===== config.mk =====
export PLATFORM = sky130hd
export DESIGN_NAME = iob_uart_fifo_core
export DESIGN_NICKNAME = d
export VERILOG_FILES = /design/src/rtl/iob_uart_fifo_core_pkg.sv /design/src/rtl/iob_uart_fifo_core_sfifo.sv /design/src/rtl/iob_uart_fifo_core.sv
export SDC_FILE = /design/constraint.sdc
export NUM_CORES = 1
export LEC_CHECK = 0
export BUFFER_PORTS_ARGS = -buffer_cell sky130_fd_sc_hd__buf_2
export CAP_MARGIN = 10
export CELL_PAD_IN_SITES_DETAIL_PLACEMENT = 1
export CELL_PAD_IN_SITES_GLOBAL_PLACEMENT = 1
export CORE_UTILIZATION = 55
export DETAILED_ROUTE_END_ITERATION = 10
export GPL_ROUTABILITY_DRIVEN = 0
export PLACE_DENSITY_LB_ADDON = 0.1
export SLEW_MARGIN = 20
export SYNTH_ARGS = -nofsm -noshare
export SYNTH_HDL_FRONTEND = slang
export SYNTH_SLANG_ARGS = --single-unit

===== constraint.sdc =====
create_clock -name clk_i -period 7.6 [get_ports clk_i]
set_input_delay 1.52 -clock clk_i [delete_from_list [all_inputs] [get_ports clk_i]]
set_output_delay 1.52 -clock clk_i [all_outputs]
set_load 0.01 [all_outputs]

===== src/rtl/iob_uart_fifo_core_pkg.sv =====
// Shared definitions for the iob_uart FIFO core: parity-mode encodings,
// FSM state encoding, sticky error bit indices and parity helpers.
package iob_uart_fifo_core_pkg;

    // Parity modes; 2'b00 and 2'b11 both mean "no parity bit".
    localparam logic [1:0] PAR_EVEN = 2'b01;
    localparam logic [1:0] PAR_ODD  = 2'b10;

    // Bit positions inside the sticky error vector.
    localparam int ERR_PARITY  = 0;
    localparam int ERR_FRAME   = 1;
    localparam int ERR_OVERRUN = 2;

    // Common state encoding for the TX and RX frame FSMs.
    typedef enum logic [2:0] {
        ST_IDLE,
        ST_START,
        ST_DATA,
        ST_PARITY,
        ST_STOP
    } uart_state_t;

    // True when the selected mode carries a parity bit.
    function automatic logic parity_enabled(input logic [1:0] mode);
        return (mode == PAR_EVEN) || (mode == PAR_ODD);
    endfunction

    // Parity bit for a frame; unused upper data bits must be zero.
    function automatic logic parity_bit(input logic [7:0] data, input logic [1:0] mode);
        return (mode == PAR_ODD) ? ~(^data) : (^data);
    endfunction

endpackage


===== src/rtl/iob_uart_fifo_core_sfifo.sv =====
// Synchronous first-word-fall-through FIFO with occupancy output.
// The head entry is read combinationally so data is valid in the same cycle
// as the not-empty indication. A push into a full FIFO is accepted only when
// a pop frees an entry in the same cycle.
module iob_uart_fifo_core_sfifo #(
    parameter int W     = 8,
    parameter int DEPTH = 16
) (
    input  logic                   clk_i,
    input  logic                   rst_i,
    input  logic                   cke_i,
    input  logic                   push_i,
    input  logic [W-1:0]           data_i,
    input  logic                   pop_i,
    output logic [W-1:0]           data_o,
    output logic                   empty_o,
    output logic                   full_o,
    output logic [$clog2(DEPTH):0] level_o
);
    localparam int AW = $clog2(DEPTH);

    logic [W-1:0]  r_mem [DEPTH];
    logic [AW-1:0] r_wr_ptr;
    logic [AW-1:0] r_rd_ptr;
    logic [AW:0]   r_level;
    logic          w_pop;
    logic          w_push;

    assign empty_o = (r_level == '0);
    assign full_o  = (r_level == (AW+1)'(DEPTH));
    assign w_pop   = pop_i & ~empty_o;
    assign w_push  = push_i & (~full_o | w_pop);
    assign data_o  = r_mem[r_rd_ptr];
    assign level_o = r_level;

    // Storage array: written on an accepted push, no reset needed.
    always_ff @(posedge clk_i) begin
        if (cke_i && w_push) begin
            r_mem[r_wr_ptr] <= data_i;
        end
    end

    // Pointers wrap naturally because DEPTH is a power of two.
    always_ff @(posedge clk_i) begin
        if (rst_i) begin
            r_wr_ptr <= '0;
            r_rd_ptr <= '0;
            r_level  <= '0;
        end else if (cke_i) begin
            if (w_push) r_wr_ptr <= r_wr_ptr + 1'b1;
            if (w_pop)  r_rd_ptr <= r_rd_ptr + 1'b1;
            case ({w_push, w_pop})
                2'b10:   r_level <= r_level + 1'b1;
                2'b01:   r_level <= r_level - 1'b1;
                default: r_level <= r_level;
            endcase
        end
    end

endmodule


===== src/rtl/iob_uart_fifo_core.sv =====
// iob_uart FIFO core: TX/RX FIFOs, programmable frame format and sticky RX
// error flags between the CPU-side streams and the txd/rxd pads.
// Optional build macro IOB_UART_FLOW_CTRL_EN enables cts_i gating of TX frame
// starts and RX-occupancy-based rts_o; without it cts_i is ignored and rts_o
// simply follows rx_en_i one cycle later.
module iob_uart_fifo_core
    import iob_uart_fifo_core_pkg::*;
#(
    parameter int DATA_W     = 8,
    parameter int DIV_W      = 16,
    parameter int TX_DEPTH   = 16,
    parameter int RX_DEPTH   = 16,
    parameter int RTS_MARGIN = 2
) (
    input  logic                      clk_i,
    input  logic                      rst_i,
    input  logic                      cke_i,
    input  logic                      soft_rst_i,
    input  logic                      tx_en_i,
    input  logic                      rx_en_i,
    input  logic [DIV_W-1:0]          div_i,
    input  logic [1:0]                parity_i,
    input  logic                      stop2_i,
    input  logic [DATA_W-1:0]         tx_data_i,
    input  logic                      tx_valid_i,
    output logic                      tx_ready_o,
    output logic                      tx_idle_o,
    output logic [DATA_W-1:0]         rx_data_o,
    output logic                      rx_valid_o,
    input  logic                      rx_ready_i,
    output logic [$clog2(TX_DEPTH):0] tx_level_o,
    output logic [$clog2(RX_DEPTH):0] rx_level_o,
    output logic [2:0]                err_o,
    input  logic                      err_clr_i,
    input  logic                      rxd_i,
    output logic                      txd_o,
    input  logic                      cts_i,
    output logic                      rts_o
);
    localparam logic [3:0] LAST_BIT = 4'(DATA_W - 1);

    logic w_rst;
    assign w_rst = rst_i | soft_rst_i;

    // ------------------------------------------------------------------
    // FIFOs
    // ------------------------------------------------------------------
    logic [DATA_W-1:0] w_tx_head;
    logic              w_tx_empty;
    logic              w_tx_full;
    logic              w_tx_launch;
    logic              w_rx_empty;
    logic              w_rx_full;
    logic              w_rx_done;
    logic [DATA_W-1:0] r_rx_shift;

    iob_uart_fifo_core_sfifo #(.W(DATA_W), .DEPTH(TX_DEPTH)) u_tx_fifo (
        .clk_i   (clk_i),
        .rst_i   (w_rst),
        .cke_i   (cke_i),
        .push_i  (tx_valid_i),
        .data_i  (tx_data_i),
        .pop_i   (w_tx_launch),
        .data_o  (w_tx_head),
        .empty_o (w_tx_empty),
        .full_o  (w_tx_full),
        .level_o (tx_level_o)
    );

    iob_uart_fifo_core_sfifo #(.W(DATA_W), .DEPTH(RX_DEPTH)) u_rx_fifo (
        .clk_i   (clk_i),
        .rst_i   (w_rst),
        .cke_i   (cke_i),
        .push_i  (w_rx_done),
        .data_i  (r_rx_shift),
        .pop_i   (rx_ready_i),
        .data_o  (rx_data_o),
        .empty_o (w_rx_empty),
        .full_o  (w_rx_full),
        .level_o (rx_level_o)
    );

    assign tx_ready_o = ~w_tx_full;
    assign rx_valid_o = ~w_rx_empty;

    // ------------------------------------------------------------------
    // Flow control
    // ------------------------------------------------------------------
    logic w_cts_ok;
    logic w_rts_next;
    logic r_rts;

`ifdef IOB_UART_FLOW_CTRL_EN
    logic r_cts_s1;
    logic r_cts_s2;

    // Two-flop synchroniser for the asynchronous cts_i line.
    always_ff @(posedge clk_i) begin
        if (w_rst) begin
            r_cts_s1 <= 1'b0;
            r_cts_s2 <= 1'b0;
        end else if (cke_i) begin
            r_cts_s1 <= cts_i;
            r_cts_s2 <= r_cts_s1;
        end
    end

    assign w_cts_ok   = r_cts_s2;
    assign w_rts_next = rx_en_i & ((RX_DEPTH - int'(rx_level_o)) > RTS_MARGIN);
`else
    logic w_unused_flow;
    assign w_unused_flow = cts_i | (RTS_MARGIN < 0);
    assign w_cts_ok      = 1'b1;
    assign w_rts_next    = rx_en_i;
`endif

    // Registered request-to-send.
    always_ff @(posedge clk_i) begin
        if (w_rst) begin
            r_rts <= 1'b0;
        end else if (cke_i) begin
            r_rts <= w_rts_next;
        end
    end

    assign rts_o = r_rts;

    // ------------------------------------------------------------------
    // TX frame FSM
    // ------------------------------------------------------------------
    uart_state_t       r_tx_state;
    logic [DIV_W-1:0]  r_tx_cnt;
    logic [DIV_W-1:0]  r_tx_div;
    logic [3:0]        r_tx_bit;
    logic [DATA_W-1:0] r_tx_shift;
    logic              r_tx_par_en;
    logic              r_tx_par_bit;
    logic              r_tx_stop2;
    logic              r_tx_stop_second;
    logic              r_txd;
    logic              w_tx_bit_end;
    logic              w_tx_frame_end;

    assign w_tx_bit_end   = (r_tx_cnt == '0);
    assign w_tx_frame_end = (r_tx_state == ST_STOP) & w_tx_bit_end &
                            (~r_tx_stop2 | r_tx_stop_second);
    // A new frame may start from IDLE or directly at the end of the last stop
    // bit, which gives back-to-back frames with no idle bit in between.
    assign w_tx_launch    = tx_en_i & ~w_tx_empty & w_cts_ok &
                            ((r_tx_state == ST_IDLE) | w_tx_frame_end);

    // TX sequencing: START, DATA (LSB first), optional PARITY, 1 or 2 STOP bits.
    always_ff @(posedge clk_i) begin
        if (w_rst) begin
            r_tx_state       <= ST_IDLE;
            r_tx_cnt         <= '0;
            r_tx_div         <= '0;
            r_tx_bit         <= '0;
            r_tx_shift       <= '0;
            r_tx_par_en      <= 1'b0;
            r_tx_par_bit     <= 1'b0;
            r_tx_stop2       <= 1'b0;
            r_tx_stop_second <= 1'b0;
            r_txd            <= 1'b1;
        end else if (cke_i) begin
            if (w_tx_launch) begin
                // Frame format is captured here so mid-frame changes wait a frame.
                r_tx_state       <= ST_START;
                r_tx_div         <= div_i;
                r_tx_cnt         <= div_i - 1'b1;
                r_tx_shift       <= w_tx_head;
                r_tx_par_en      <= parity_enabled(parity_i);
                r_tx_par_bit     <= parity_bit(8'(w_tx_head), parity_i);
                r_tx_stop2       <= stop2_i;
                r_tx_stop_second <= 1'b0;
                r_txd            <= 1'b0;
            end else begin
                case (r_tx_state)
                    ST_IDLE: begin
                        r_txd <= 1'b1;
                    end
                    ST_START: begin
                        if (w_tx_bit_end) begin
                            r_tx_state <= ST_DATA;
                            r_tx_cnt   <= r_tx_div - 1'b1;
                            r_tx_bit   <= '0;
                            r_txd      <= r_tx_shift[0];
                            r_tx_shift <= r_tx_shift >> 1;
                        end else begin
                            r_tx_cnt <= r_tx_cnt - 1'b1;
                        end
                    end
                    ST_DATA: begin
                        if (w_tx_bit_end) begin
                            r_tx_cnt <= r_tx_div - 1'b1;
                            if (r_tx_bit == LAST_BIT) begin
                                if (r_tx_par_en) begin
                                    r_tx_state <= ST_PARITY;
                                    r_txd      <= r_tx_par_bit;
                                end else begin
                                    r_tx_state <= ST_STOP;
                                    r_txd      <= 1'b1;
                                end
                            end else begin
                                r_tx_bit   <= r_tx_bit + 1'b1;
                                r_txd      <= r_tx_shift[0];
                                r_tx_shift <= r_tx_shift >> 1;
                            end
                        end else begin
                            r_tx_cnt <= r_tx_cnt - 1'b1;
                        end
                    end
                    ST_PARITY: begin
                        if (w_tx_bit_end) begin
                            r_tx_state <= ST_STOP;
                            r_tx_cnt   <= r_tx_div - 1'b1;
                            r_txd      <= 1'b1;
                        end else begin
                            r_tx_cnt <= r_tx_cnt - 1'b1;
                        end
                    end
                    ST_STOP: begin
                        if (w_tx_bit_end) begin
                            if (r_tx_stop2 && !r_tx_stop_second) begin
                                r_tx_stop_second <= 1'b1;
                                r_tx_cnt         <= r_tx_div - 1'b1;
                            end else begin
                                r_tx_state <= ST_IDLE;
                            end
                            r_txd <= 1'b1;
                        end else begin
                            r_tx_cnt <= r_tx_cnt - 1'b1;
                        end
                    end
                    default: begin
                        r_tx_state <= ST_IDLE;
                        r_txd      <= 1'b1;
                    end
                endcase
            end
        end
    end

    assign txd_o     = r_txd;
    assign tx_idle_o = w_tx_empty & (r_tx_state == ST_IDLE);

    // ------------------------------------------------------------------
    // RX synchroniser and frame FSM
    // ------------------------------------------------------------------
    logic             r_rxd_s1;
    logic             r_rxd_s2;
    logic             r_rxd_prev;
    uart_state_t      r_rx_state;
    logic [DIV_W-1:0] r_rx_cnt;
    logic [DIV_W-1:0] r_rx_div;
    logic [3:0]       r_rx_bit;
    logic [1:0]       r_rx_par_mode;
    logic             r_rx_par_err;
    logic             w_rx_fall;
    logic             w_rx_bit_end;

    // Two-flop synchroniser plus a delayed copy for falling-edge detection.
    always_ff @(posedge clk_i) begin
        if (w_rst) begin
            r_rxd_s1   <= 1'b1;
            r_rxd_s2   <= 1'b1;
            r_rxd_prev <= 1'b1;
        end else if (cke_i) begin
            r_rxd_s1   <= rxd_i;
            r_rxd_s2   <= r_rxd_s1;
            r_rxd_prev <= r_rxd_s2;
        end
    end

    assign w_rx_fall    = r_rxd_prev & ~r_rxd_s2;
    assign w_rx_bit_end = (r_rx_cnt == '0);
    assign w_rx_done    = (r_rx_state == ST_STOP) & w_rx_bit_end;

    // RX sequencing: start bit re-checked at half a bit, then mid-bit sampling.
    always_ff @(posedge clk_i) begin
        if (w_rst) begin
            r_rx_state    <= ST_IDLE;
            r_rx_cnt      <= '0;
            r_rx_div      <= '0;
            r_rx_bit      <= '0;
            r_rx_shift    <= '0;
            r_rx_par_mode <= '0;
            r_rx_par_err  <= 1'b0;
        end else if (cke_i) begin
            case (r_rx_state)
                ST_IDLE: begin
                    if (rx_en_i && w_rx_fall) begin
                        r_rx_state    <= ST_START;
                        r_rx_div      <= div_i;
                        r_rx_cnt      <= (div_i >> 1) - 1'b1;
                        r_rx_par_mode <= parity_i;
                        r_rx_par_err  <= 1'b0;
                        r_rx_bit      <= '0;
                    end
                end
                ST_START: begin
                    if (w_rx_bit_end) begin
                        // A line already back high is a glitch, not a start bit.
                        r_rx_state <= r_rxd_s2 ? ST_IDLE : ST_DATA;
                        r_rx_cnt   <= r_rx_div - 1'b1;
                    end else begin
                        r_rx_cnt <= r_rx_cnt - 1'b1;
                    end
                end
                ST_DATA: begin
                    if (w_rx_bit_end) begin
                        r_rx_shift <= {r_rxd_s2, r_rx_shift[DATA_W-1:1]};
                        r_rx_cnt   <= r_rx_div - 1'b1;
                        if (r_rx_bit == LAST_BIT) begin
                            r_rx_state <= parity_enabled(r_rx_par_mode) ? ST_PARITY : ST_STOP;
                        end else begin
                            r_rx_bit <= r_rx_bit + 1'b1;
                        end
                    end else begin
                        r_rx_cnt <= r_rx_cnt - 1'b1;
                    end
                end
                ST_PARITY: begin
                    if (w_rx_bit_end) begin
                        r_rx_par_err <= (r_rxd_s2 != parity_bit(8'(r_rx_shift), r_rx_par_mode));
                        r_rx_state   <= ST_STOP;
                        r_rx_cnt     <= r_rx_div - 1'b1;
                    end else begin
                        r_rx_cnt <= r_rx_cnt - 1'b1;
                    end
                end
                ST_STOP: begin
                    // Only the first stop bit is checked; a second one is plain idle.
                    if (w_rx_bit_end) begin
                        r_rx_state <= ST_IDLE;
                    end else begin
                        r_rx_cnt <= r_rx_cnt - 1'b1;
                    end
                end
                default: begin
                    r_rx_state <= ST_IDLE;
                end
            endcase
        end
    end

    // ------------------------------------------------------------------
    // Sticky error flags
    // ------------------------------------------------------------------
    logic [2:0] w_err_new;
    logic [2:0] r_err;

    // Error events are raised on the cycle the frame completes.
    always_comb begin
        w_err_new              = '0;
        w_err_new[ERR_OVERRUN] = w_rx_done & w_rx_full & ~rx_ready_i;
        w_err_new[ERR_FRAME]   = w_rx_done & ~r_rxd_s2;
        w_err_new[ERR_PARITY]  = w_rx_done & r_rx_par_err;
    end

    // Clearing loses to a new event arriving in the same cycle.
    always_ff @(posedge clk_i) begin
        if (w_rst) begin
            r_err <= '0;
        end else if (cke_i) begin
            r_err <= (err_clr_i ? 3'b000 : r_err) | w_err_new;
        end
    end

    assign err_o = r_err;

endmodule


# --- Yosys cells after proc, flatten, opt, wreduce, memory -nomap -nowiden ---
# Memory sizes are Yosys's and may differ from the RTL's. A register that Yosys moved wholly into a read port is not among the register bits.
# Index checks and enable logic that the tools add are counted.
totals:
  romBits: 0
  ramBits: 256
  memories: 2
  wordCells: 234
  inputBits: 38
  output_inout_bits: 26
  register_bits: 135
  latchBits: 0
memory_table:
  columns: ["name", "words", "width", "read_ports", "rd_clocked_by_memory_dff", "wr", "line", "source"]
  rows:
  - ["u_rx_fifo.r_mem", 16, 8, 1, 1, 1, "iob_uart_fifo_core_sfifo.sv:22", "logic [W-1:0] r_mem [DEPTH];"]
  - ["u_tx_fifo.r_mem", 16, 8, 1, 1, 1, "iob_uart_fifo_core_sfifo.sv:22", null]
op_classes:
  n_bitwise: 31
  add_sub_neg: 16
  reduce_logical: 48
  muxes: 67
  magnitude_cmp: 0
  multipliers: 0
  n_eq_ne: 42
  n_shift: 0
  div: 0
op_table:
  columns: ["cell", "count"]
  rows:
  - ["two-way mux 16 bit", 7]
  - ["subtractor 16 x 1 -> 16 bit, second input constant", 5]
  - ["two-way mux 3 bit", 16]
  - ["case mux 16 bit (3 select lines)", 1]
  - ["two-way mux 4 bit", 10]
  - ["logical NOT 16 bit", 2]
  - ["two-way mux 8 bit", 4]
  - ["case mux 16 bit (2 select lines)", 1]
  - ["case mux 3 bit (5 select lines)", 2]
  - ["adder 4 x 1 -> 4 bit, second input constant", 6]
  - ["!= test 2 bit, second input constant", 11]
  - ["!= test 3 x 2 -> 1 bit, second input constant", 7]
  - ["case mux 5 bit (2 select lines)", 2]
  - ["two-way mux 1 bit", 18]
  - ["case mux 4 bit (2 select lines)", 2]
  - ["case mux 8 bit (2 select lines)", 1]
  - ["AND reduction 4 bit", 4]
  - ["nonzero test 2 bit", 8]
  - ["XOR reduction 8 bit", 2]
  - ["subtractor 15 x 1 -> 16 bit, second input constant", 1]
  - ["bitwise AND 1 bit", 15]
  - ["AND reduction 2 bit", 7]
  - ["== test 3 x 2 -> 1 bit, second input constant", 4]
  - ["adder 5 x 1 -> 5 bit, second input constant", 2]
  - ["30 further kinds", 66]

# --- Longest topological paths before layout ---
# Gate-level depths: netlist (run 1).
depth:
  depth_word: 11
  mapped_depth: 14
  ltp_nobuf: 13

# --- Modules after synthesis ---
# A second synthesis (run 1) with hierarchy kept.
hier_totals:
  hier_cells: 1549
  area_unflattened_um2: 18549.0
modules_own_cells:
  columns: ["module", "cells_each", "instances", "area_per_inst_um2", "seq_area_each_um2"]
  rows:
  - ["iob_uart_fifo_core", 896, 1, 6785.3, 2182.1]
  - ["iob_uart_fifo_core_sfifo at u_tx_fifo", 327, 1, 5898.2, 4184.0]
  - ["iob_uart_fifo_core_sfifo at u_rx_fifo", 326, 1, 5865.6, 4184.0]

# --- Worst setup path before layout (run 1) ---
# No wires, ideal clock.
synth_path:
  path_kind: "reg2out"
  startpoint: "reg with a tool-made name"
  endpoint: "out rx_data_o[0]"
  path_buffers: 2
  path_slack_ns: 3.971
  path_stages_with_launch: 5
  arrival_time_ns: 2.109
  required_ns: 6.080
  path_cell_list: "dfxtp_1 -> clkbuf_1 -> buf_1 -> mux4_2 -> mux4_2"
synth_rtl:
  columns: ["element", "line", "source"]
  rows:
  - ["to (decl)", "iob_uart_fifo_core.sv:28", "output logic [DATA_W-1:0] rx_data_o,"]

==> flow_metrics.env, run 1 <==
export IMPL_status="complete, no violations"
export IMPL_grt_max_degree=94
export IMPL_synth_seq_cells=399
export IMPL_grt_pass1_vias=13010
export IMPL_cts_path_max_buffers=3
export IMPL_maxCapViolCount=0
export IMPL_routed_wl_mm=47.34
export IMPL_min_period_ns=4.196
export IMPL_slew_headroom_pct=25.74
export IMPL_start_util_pct=56.62
export IMPL_yosys_top_cells_area="edfxtp_1 (43%), dfxtp_1 (16%), mux4_2 (9.5%)"
export IMPL_totalNegativeSetupSlack_ns=0
export IMPL_first_pass_iters=5
export IMPL_cpMaxStageDelayCell="mux4_2"
export IMPL_syn2layout_area_growth_pct=12.42
export IMPL_synthArstFlopShare_pct=0
export IMPL_setup_viol=0
export IMPL_placed_cells=1908
export IMPL_rsz0062_at_grt="false"
export IMPL_drive_above_1_share_pct=17.33
export IMPL_cts_tree="done"
export IMPL_wl_per_cell_um=23.79
export IMPL_startpoint_type="flop"
export IMPL_die_w_um=183.2
export IMPL_switching_power_mw=1.004
export IMPL_grt_antenna_before_repair=3
export IMPL_cts_clk_slew_worst_paths_ns=0.06
export IMPL_ys_warn_count=0
export IMPL_critPathMaxStageDelay_ns=0.64
export IMPL_p_sw_share_pct=21.25
export IMPL_yosysMostFrequentCell="edfxtp_1"
export IMPL_synth_edf_count=256
export IMPL_cp_cell_sequence="buf_4 > mux4_2 > mux4_2 > buf_2"
export IMPL_pwr_share_clk_pct=47.9
export IMPL_clock_skew_ns=0.01343
export IMPL_io_pins=64
export IMPL_grt_pass1_wl_mm=73.66
export IMPL_design_die_area_mm2=0.03355
export IMPL_final_max_slew_viol_count=0
export IMPL_worst_slew_pin_slew_ns=1.114
export IMPL_synth_area_mm2=0.01805
export IMPL_clockRootBuffer="clkbuf_16"
export IMPL_hp_class="reg -> reg"
export IMPL_irDropWorstVdd_mv=0.2240
export IMPL_avgSynthCellArea_um2=12.25
export IMPL_leakagePower_nw=7.001
export IMPL_crit_fanout=32
export IMPL_hold_viol=0
export IMPL_hpwlAfterDp_mm=30.61
export IMPL_placed_area_mm2=0.01875
export IMPL_cp_arrival_ns=2.68
export IMPL_synth_largest_area_cell="edfxtp_1"
export IMPL_p_int_mw=3.719
export IMPL_post_cts_hold_buffer_count=0
export IMPL_drtIter0Drc=867
export IMPL_place_port_buffers=62
export IMPL_synth_seq_area_share_pct=58.45
export IMPL_rows=65
export IMPL_num_vias=12260
export IMPL_ys_top_cells_by_count="edfxtp_1 (256), nand2_1 (176), nor2_1 (144), dfxtp_1 (143), a21oi_1 (107)"
export IMPL_synth_cells=1474
export IMPL_viasPerCell=6.160
export IMPL_fin_cells=1990
export IMPL_finalNetCount=1582
export IMPL_yosysTopAreaCellShare_pct=42.59
export IMPL_synth_cell_types=77
export IMPL_fin_area_mm2=0.02029
export IMPL_p_seq_share_pct=48.7
export IMPL_gr_usage_all_layers_pct=28.93
export IMPL_cts_resized=0
export IMPL_mappedNetlistNets=1538
export IMPL_worstSetupPathType="reg -> out"
export IMPL_cts_buffers_inserted=43
export IMPL_synthFlopType="edfxtp_1"
export IMPL_cts_max_level=2
export IMPL_grt_overflow=0
export IMPL_cellPowerDensity_mw_per_mm2=232.7
export IMPL_path_common_cell="mux4_2"
export IMPL_ant_nets=0
export IMPL_cp_end_kind="output pin"
export IMPL_clkLatencyLatePin_ns=0.55
export IMPL_die_y_um=183.2
export IMPL_post_route_period_util_pct=55.22
export IMPL_cts_setup_buffers=0
export IMPL_clkSinkCount=399
export IMPL_drc=0
export IMPL_core_area_mm2=0.03188
export IMPL_worstPathRequired_ns=6.08
export IMPL_fmax_ghz=0.2383
export IMPL_power_share_combinational_pct=3.4
-- cell type report --
| type | count | area [um2] |
|---|---|---|
| clock buffers | 53 | 1165 |
| inverters | 25 | 93.84 |
| diodes | 3 | 7.507 |
| well taps | 435 | 544.3 |
| flip-flops and latches | 399 | 10550 |
| fillers | 3192 | 11590 |
| multi-input cells | 964 | 7077 |
| clock inverters | 26 | 369.1 |
| repair buffers | 85 | 483.0 |
-- registers in the layout, indices dropped and copies added (netlist names), 2 cells and up, named ones only --
register and count:
u_rx_fifo.r_mem 128, u_tx_fifo.r_mem 128, r_rx_cnt 16, r_rx_div 16
r_tx_cnt 16, r_tx_div 16, r_rx_shift 8, r_tx_shift 8
u_rx_fifo.level_o 5, u_tx_fifo.level_o 5, r_rx_bit 4, r_tx_bit 4
u_rx_fifo.r_rd_ptr 4, u_rx_fifo.r_wr_ptr 4, u_tx_fifo.r_rd_ptr 4, u_tx_fifo.r_wr_ptr 4
err_o 3, r_rx_state 3, r_tx_state 3, r_rx_par_mode 2
-- stage by stage --
stage / setup WS, ns / total power [mW] / utilization [%] / hold WS (ns)
2_1_floorplan: 3.971 / 2.442 / - / 0.4319
3_3_place_gp: 3.682 / 2.496 / 58.81 / 0.4463
3_5_place_dp: 3.638 / 2.502 / 58.81 / 0.4524
4_1_cts: 3.323 / 4.748 / 63.63 / 0.4652
5_1_grt: 3.267 / 4.835 / 63.64 / 0.4974
6_report: 3.404 / 4.722 / 63.65 / 0.4637
-- logic make-up after synthesis --
kind of cell    synth area share [%]
mux                            10.85
compound gates                 9.330
xor+xnor                       4.125
flops                          58.45
buf+inv                        2.454
simple gates                   12.91
fa+ha+maj                      1.886
-- worst max-delay path, delay by kind of cell (launching register included) --
family | cells | cell delay, ns
muxes | 2 | 1.14
DFF | 1 | 0.31
buffers and inverters | 2 | 0.67
-- cell usage in the layout (no fill, tap or decap), types with 23 or more instances in the layout --
cell type / netlist / final
edfxtp_1: 256 / 256
inv_1: 25 / 25
nor3_1: 26 / 26
dfxtp_1: 143 / 141
a21oi_1: 107 / 107
clkbuf_16: 0 / 44
buf_2: 12 / 62
nand2_1: 176 / 176
buf_4: 3 / 23
xnor2_1: 51 / 51
xor2_1: 34 / 34
mux4_2: 76 / 76
o21ai_0: 56 / 56
nor2_1: 144 / 142
ha_1: 24 / 24
-- power groups by stage --
stage	combinational [mW]	sequential, mW	clock, mW
finish	0.159	2.30	2.26
global route	0.171	2.30	2.36
CTS	0.158	2.30	2.29
detailed placement	0.155	2.35	0
global placement	0.150	2.35	0
floorplan	0.0962	2.35	0
-- path summary, 6_finish.rpt --
check | from | end | slack, ns | depth (start not counted)
max reg2reg | r_tx_cnt[15]$_SDFFE_PP0P_ | u_tx_fifo.level_o[4]$_SDFFE_PP0P_ | 3.80 | 11
max | flop | rx_data_o[7] | 3.40 | 4
min | r_rx_par_mode[1]$_SDFFE_PP0P_ | r_rx_par_mode[1]$_SDFFE_PP0P_ | 0.46 | 2
min reg2reg | r_rx_par_mode[1]$_SDFFE_PP0P_ | r_rx_par_mode[1]$_SDFFE_PP0P_ | 0.46 | 2
-- layer usage --
metal	GRT usage, %	share of wire (%)	vias up
li1	-	-	5573
met1	37.58	42	6280
met2	50.11	51	322
met3	4.150	4.6	84
met4	9.333	2.7	0
met5	0	0	-
(Power assumes the default switching activity.)
==> run 2: changes to the inputs <==
--- a/config.mk
+++ b/config.mk
@@ -5,11 +5,12 @@
 export SDC_FILE = /design/constraint.sdc
 export NUM_CORES = 1
 export LEC_CHECK = 0
+export ABC_AREA = 1
 export BUFFER_PORTS_ARGS = -buffer_cell sky130_fd_sc_hd__buf_2
 export CAP_MARGIN = 10
 export CELL_PAD_IN_SITES_DETAIL_PLACEMENT = 1
 export CELL_PAD_IN_SITES_GLOBAL_PLACEMENT = 1
-export CORE_UTILIZATION = 55
+export CORE_UTILIZATION = 44
 export DETAILED_ROUTE_END_ITERATION = 10
 export GPL_ROUTABILITY_DRIVEN = 0
 export PLACE_DENSITY_LB_ADDON = 0.1
==> constraint.sdc (replaced) <==
create_clock -name clk_i -period 3.5 [get_ports clk_i]
set_input_delay 0.7 -clock clk_i [delete_from_list [all_inputs] [get_ports clk_i]]
set_output_delay 0.7 -clock clk_i [all_outputs]
set_load 0.01 [all_outputs]
==> flow_metrics.env, run 2 <==
export IMPL_status="complete, no violations"
export IMPL_yosysTopAreaCellShare_pct=40.76
export IMPL_setup_viol=0
export IMPL_rsz0062_at_grt="false"
export IMPL_nFillCells=4841
export IMPL_design_die_area_mm2=0.04369
export IMPL_ant_nets=0
export IMPL_synth_largest_area_cell="edfxtp_1"
export IMPL_worstPathRequired_ns=2.80
export IMPL_grt_max_degree=77
export IMPL_final_util_pct=50.93
export IMPL_avgSynthCellArea_um2=9.019
export IMPL_fmax_ghz=0.3198
export IMPL_drc=0
export IMPL_reg2reg_from="r_rx_cnt[0]$_SDFFE_PP0P_"
export IMPL_worst_slew_pin_slew_ns=0.8480
export IMPL_synth_area_mm2=0.01886
export IMPL_rows=75
export IMPL_clock_skew_ns=0.02096
export IMPL_cts_clk_slew_worst_paths_ns=0.06
export IMPL_totalNegativeSetupSlack_ns=0
export IMPL_grt_overflow=0
export IMPL_viasPerCell=5.345
export IMPL_cts_resized=0
export IMPL_cts_max_level=2
export IMPL_gr_usage_all_layers_pct=24.30
export IMPL_syn2layout_area_growth_pct=13.79
export IMPL_wl_per_cell_um=19.09
export IMPL_leakagePower_nw=8.798
export IMPL_slew_headroom_pct=43.39
export IMPL_cts_setup_buffers=0
export IMPL_min_delay_start="rxd_i"
export IMPL_mostFrequentLayoutCell="nand2_1"
export IMPL_ys_warn_count=0
export IMPL_num_vias=14750
export IMPL_post_route_period_util_pct=89.33
export IMPL_yosysMostFrequentCell="nand2_1"
export IMPL_synth_seq_cells=399
export IMPL_clkLatencyLatePin_ns=0.59
export IMPL_final_max_slew_viol_count=0
export IMPL_timing_rr_end="u_rx_fifo.level_o[4]$_SDFFE_PP0P_"
export IMPL_io_pins=64
export IMPL_cts_path_max_buffers=3
export IMPL_drtIter0Drc=730
export IMPL_post_cts_hold_buffer_count=0
export IMPL_synth_edf_count=256
export IMPL_synth_cell_types=52
export IMPL_cts_tree="done"
export IMPL_maxCapViolCount=0
export IMPL_clockRootBuffer="clkbuf_16"
export IMPL_ys_top_cells_by_count="nand2_1 (417), edfxtp_1 (256), inv_1 (250), nor2_1 (176), nand3_1 (165)"
export IMPL_diodes=0
export IMPL_grt_pass1_vias=15200
export IMPL_regToRegSetupSlack_ns=0.39
export IMPL_synthFlopType="edfxtp_1"
export IMPL_cp_end_kind="output pin"
export IMPL_mappedNetlistNets=2155
export IMPL_reg2reg_depth=16
export IMPL_hold_viol=0
export IMPL_hp_class="in -> reg"
export IMPL_synth_seq_area_share_pct=55.94
export IMPL_crit_fanout=38
export IMPL_grt_antenna_before_repair=0
export IMPL_startpoint_type="flop"
export IMPL_place_port_buffers=62
export IMPL_start_util_pct=44.76
export IMPL_irDropWorstVdd_mv=0.5294
export IMPL_top_regs="u_rx_fifo.r_mem: 128 flops, u_tx_fifo.r_mem: 128 flops"
export IMPL_routed_wl_mm=52.68
export IMPL_final_cell_mix="nand2_1 (417), edfxtp_1 (256), inv_1 (250)"
export IMPL_synthArstFlopShare_pct=0
export IMPL_die_w_um=209.0
export IMPL_synth_cells=2091
export IMPL_first_pass_iters=5
export IMPL_hpwlAfterDp_mm=35.47
export IMPL_die_y_um=209.0
export IMPL_whs_path_depth=3
export IMPL_yosys_top_cells_area="edfxtp_1 (41%), dfxtp_1 (15%), nand2_1 (8.3%)"
export IMPL_core_area_mm2=0.04213
export IMPL_worstHoldEndpoint="r_rxd_s1$_SDFFE_PP1P_"
export IMPL_clkSinkCount=399
export IMPL_cts_buffers_inserted=46
export IMPL_finalNetCount=2248
export IMPL_grt_pass1_wl_mm=82.96
export IMPL_drive_above_1_share_pct=11.26
export IMPL_min_period_ns=3.126
export IMPL_cellPowerDensity_mw_per_mm2=505.2
export IMPL_cp_arrival_ns=2.43
export IMPL_worstSetupPathType="reg -> out"
==> run 2: cell types whose count changed after synthesis, sizes merged, moves of 27 or more <==
cell and delta:
a21oi +27, inv +230, mux4 -76, nand2 +252
nand3 +148, nor2 +47, o211ai +45, o21ai +103
xnor2 -39
==> run 2: kinds of logic (layout without fill, tap and decap cells) <==
| group | Yosys count | after routing | share of synthesized area [%] |
|---|---|---|---|
| and+or+nand+nor | 851 | 851 | 19.35 |
| DFF | 399 | 399 | 55.94 |
| AOI/OAI and AO/OA | 393 | 393 | 11.78 |
| buffers and inverters | 343 | 472 | 7.232 |
| xor gates and xnor gates | 47 | 47 | 2.183 |
| muxes | 32 | 32 | 1.699 |
| adders and majority gates | 26 | 26 | 1.805 |
==> run 2: worst max path at each step <==
stage	startpoint	end	slack [ns]	cells after the start
2_1_floorplan	r_rx_cnt[0]$_SDFFE_PP0P_	u_rx_fifo.level_o[4]$_SDFFE_PP0P_	0.92	16
3_3_place_gp	r_rx_cnt[0]$_SDFFE_PP0P_	u_rx_fifo.level_o[4]$_SDFFE_PP0P_	0.53	16
3_5_place_dp	r_rx_cnt[0]$_SDFFE_PP0P_	u_rx_fifo.level_o[4]$_SDFFE_PP0P_	0.43	16
4_1_cts	flop	rx_data_o[1]	0.32	6
5_1_grt	r_rx_cnt[0]$_SDFFE_PP0P_	u_rx_fifo.level_o[4]$_SDFFE_PP0P_	0.11	16
6_report	flop	rx_data_o[1]	0.37	6
==> run 2: per-stage QoR <==
stage,setup slack (ns),cells,total power [mW],instance area [um2],hold slack [ns]
4_1_cts,0.3215,2759,10.94,21460,0.3294
6_report,0.3735,2759,10.84,21460,0.3556
3_3_place_gp,0.5317,2675,6.128,19970,0.4437
5_1_grt,0.1120,2759,11.22,21460,0.3759
2_1_floorplan,0.9190,2091,5.826,18860,0.4292
3_5_place_dp,0.4328,2675,6.154,19970,0.4525
==> run 2: worst max-delay path, stage by stage (launching register included) <==
cell      delay [ns]
dfxtp_4         0.64
buf_4           0.38
mux2i_1         0.14
o211ai_1        0.26
nand3_1         0.18
nand2_1         0.11
buf_2           0.13
==> run 2: layout make-up <==
| type | count | area, um2 | area share [%] |
|---|---|---|---|
| Timing Repair Buffer | 131 | 828.3 | 3.860 |
| Inverter | 257 | 964.7 | 4.496 |
| Clock inverter | 27 | 271.5 | 1.265 |
| Clock buffer | 57 | 1212 | 5.650 |
| Multi-Input combinational cell | 1349 | 6952 | 32.40 |
| Sequential cell | 399 | 10560 | 49.19 |
| Tap cell | 539 | 674.4 | 3.143 |
==> run 2: report_power, final <==
part	internal (mW)	total, mW	switching [mW]
Sequential	5.01	5.04	0.0290
Combinational	0.296	1.02	0.720
Clock	2.83	4.78	1.96
Total	8.13	10.8	2.71
==> run 2: layer usage <==
| layer | up-vias | routed length [um] | track usage [%] |
|---|---|---|---|
| li1 | 7232 | - | - |
| met1 | 7246 | 23290 | 31.28 |
| met2 | 195 | 26690 | 42.85 |
| met3 | 73 | 1469 | 2.525 |
| met4 | 0 | 1235 | 7.632 |
| met5 | - | 0 | 0 |
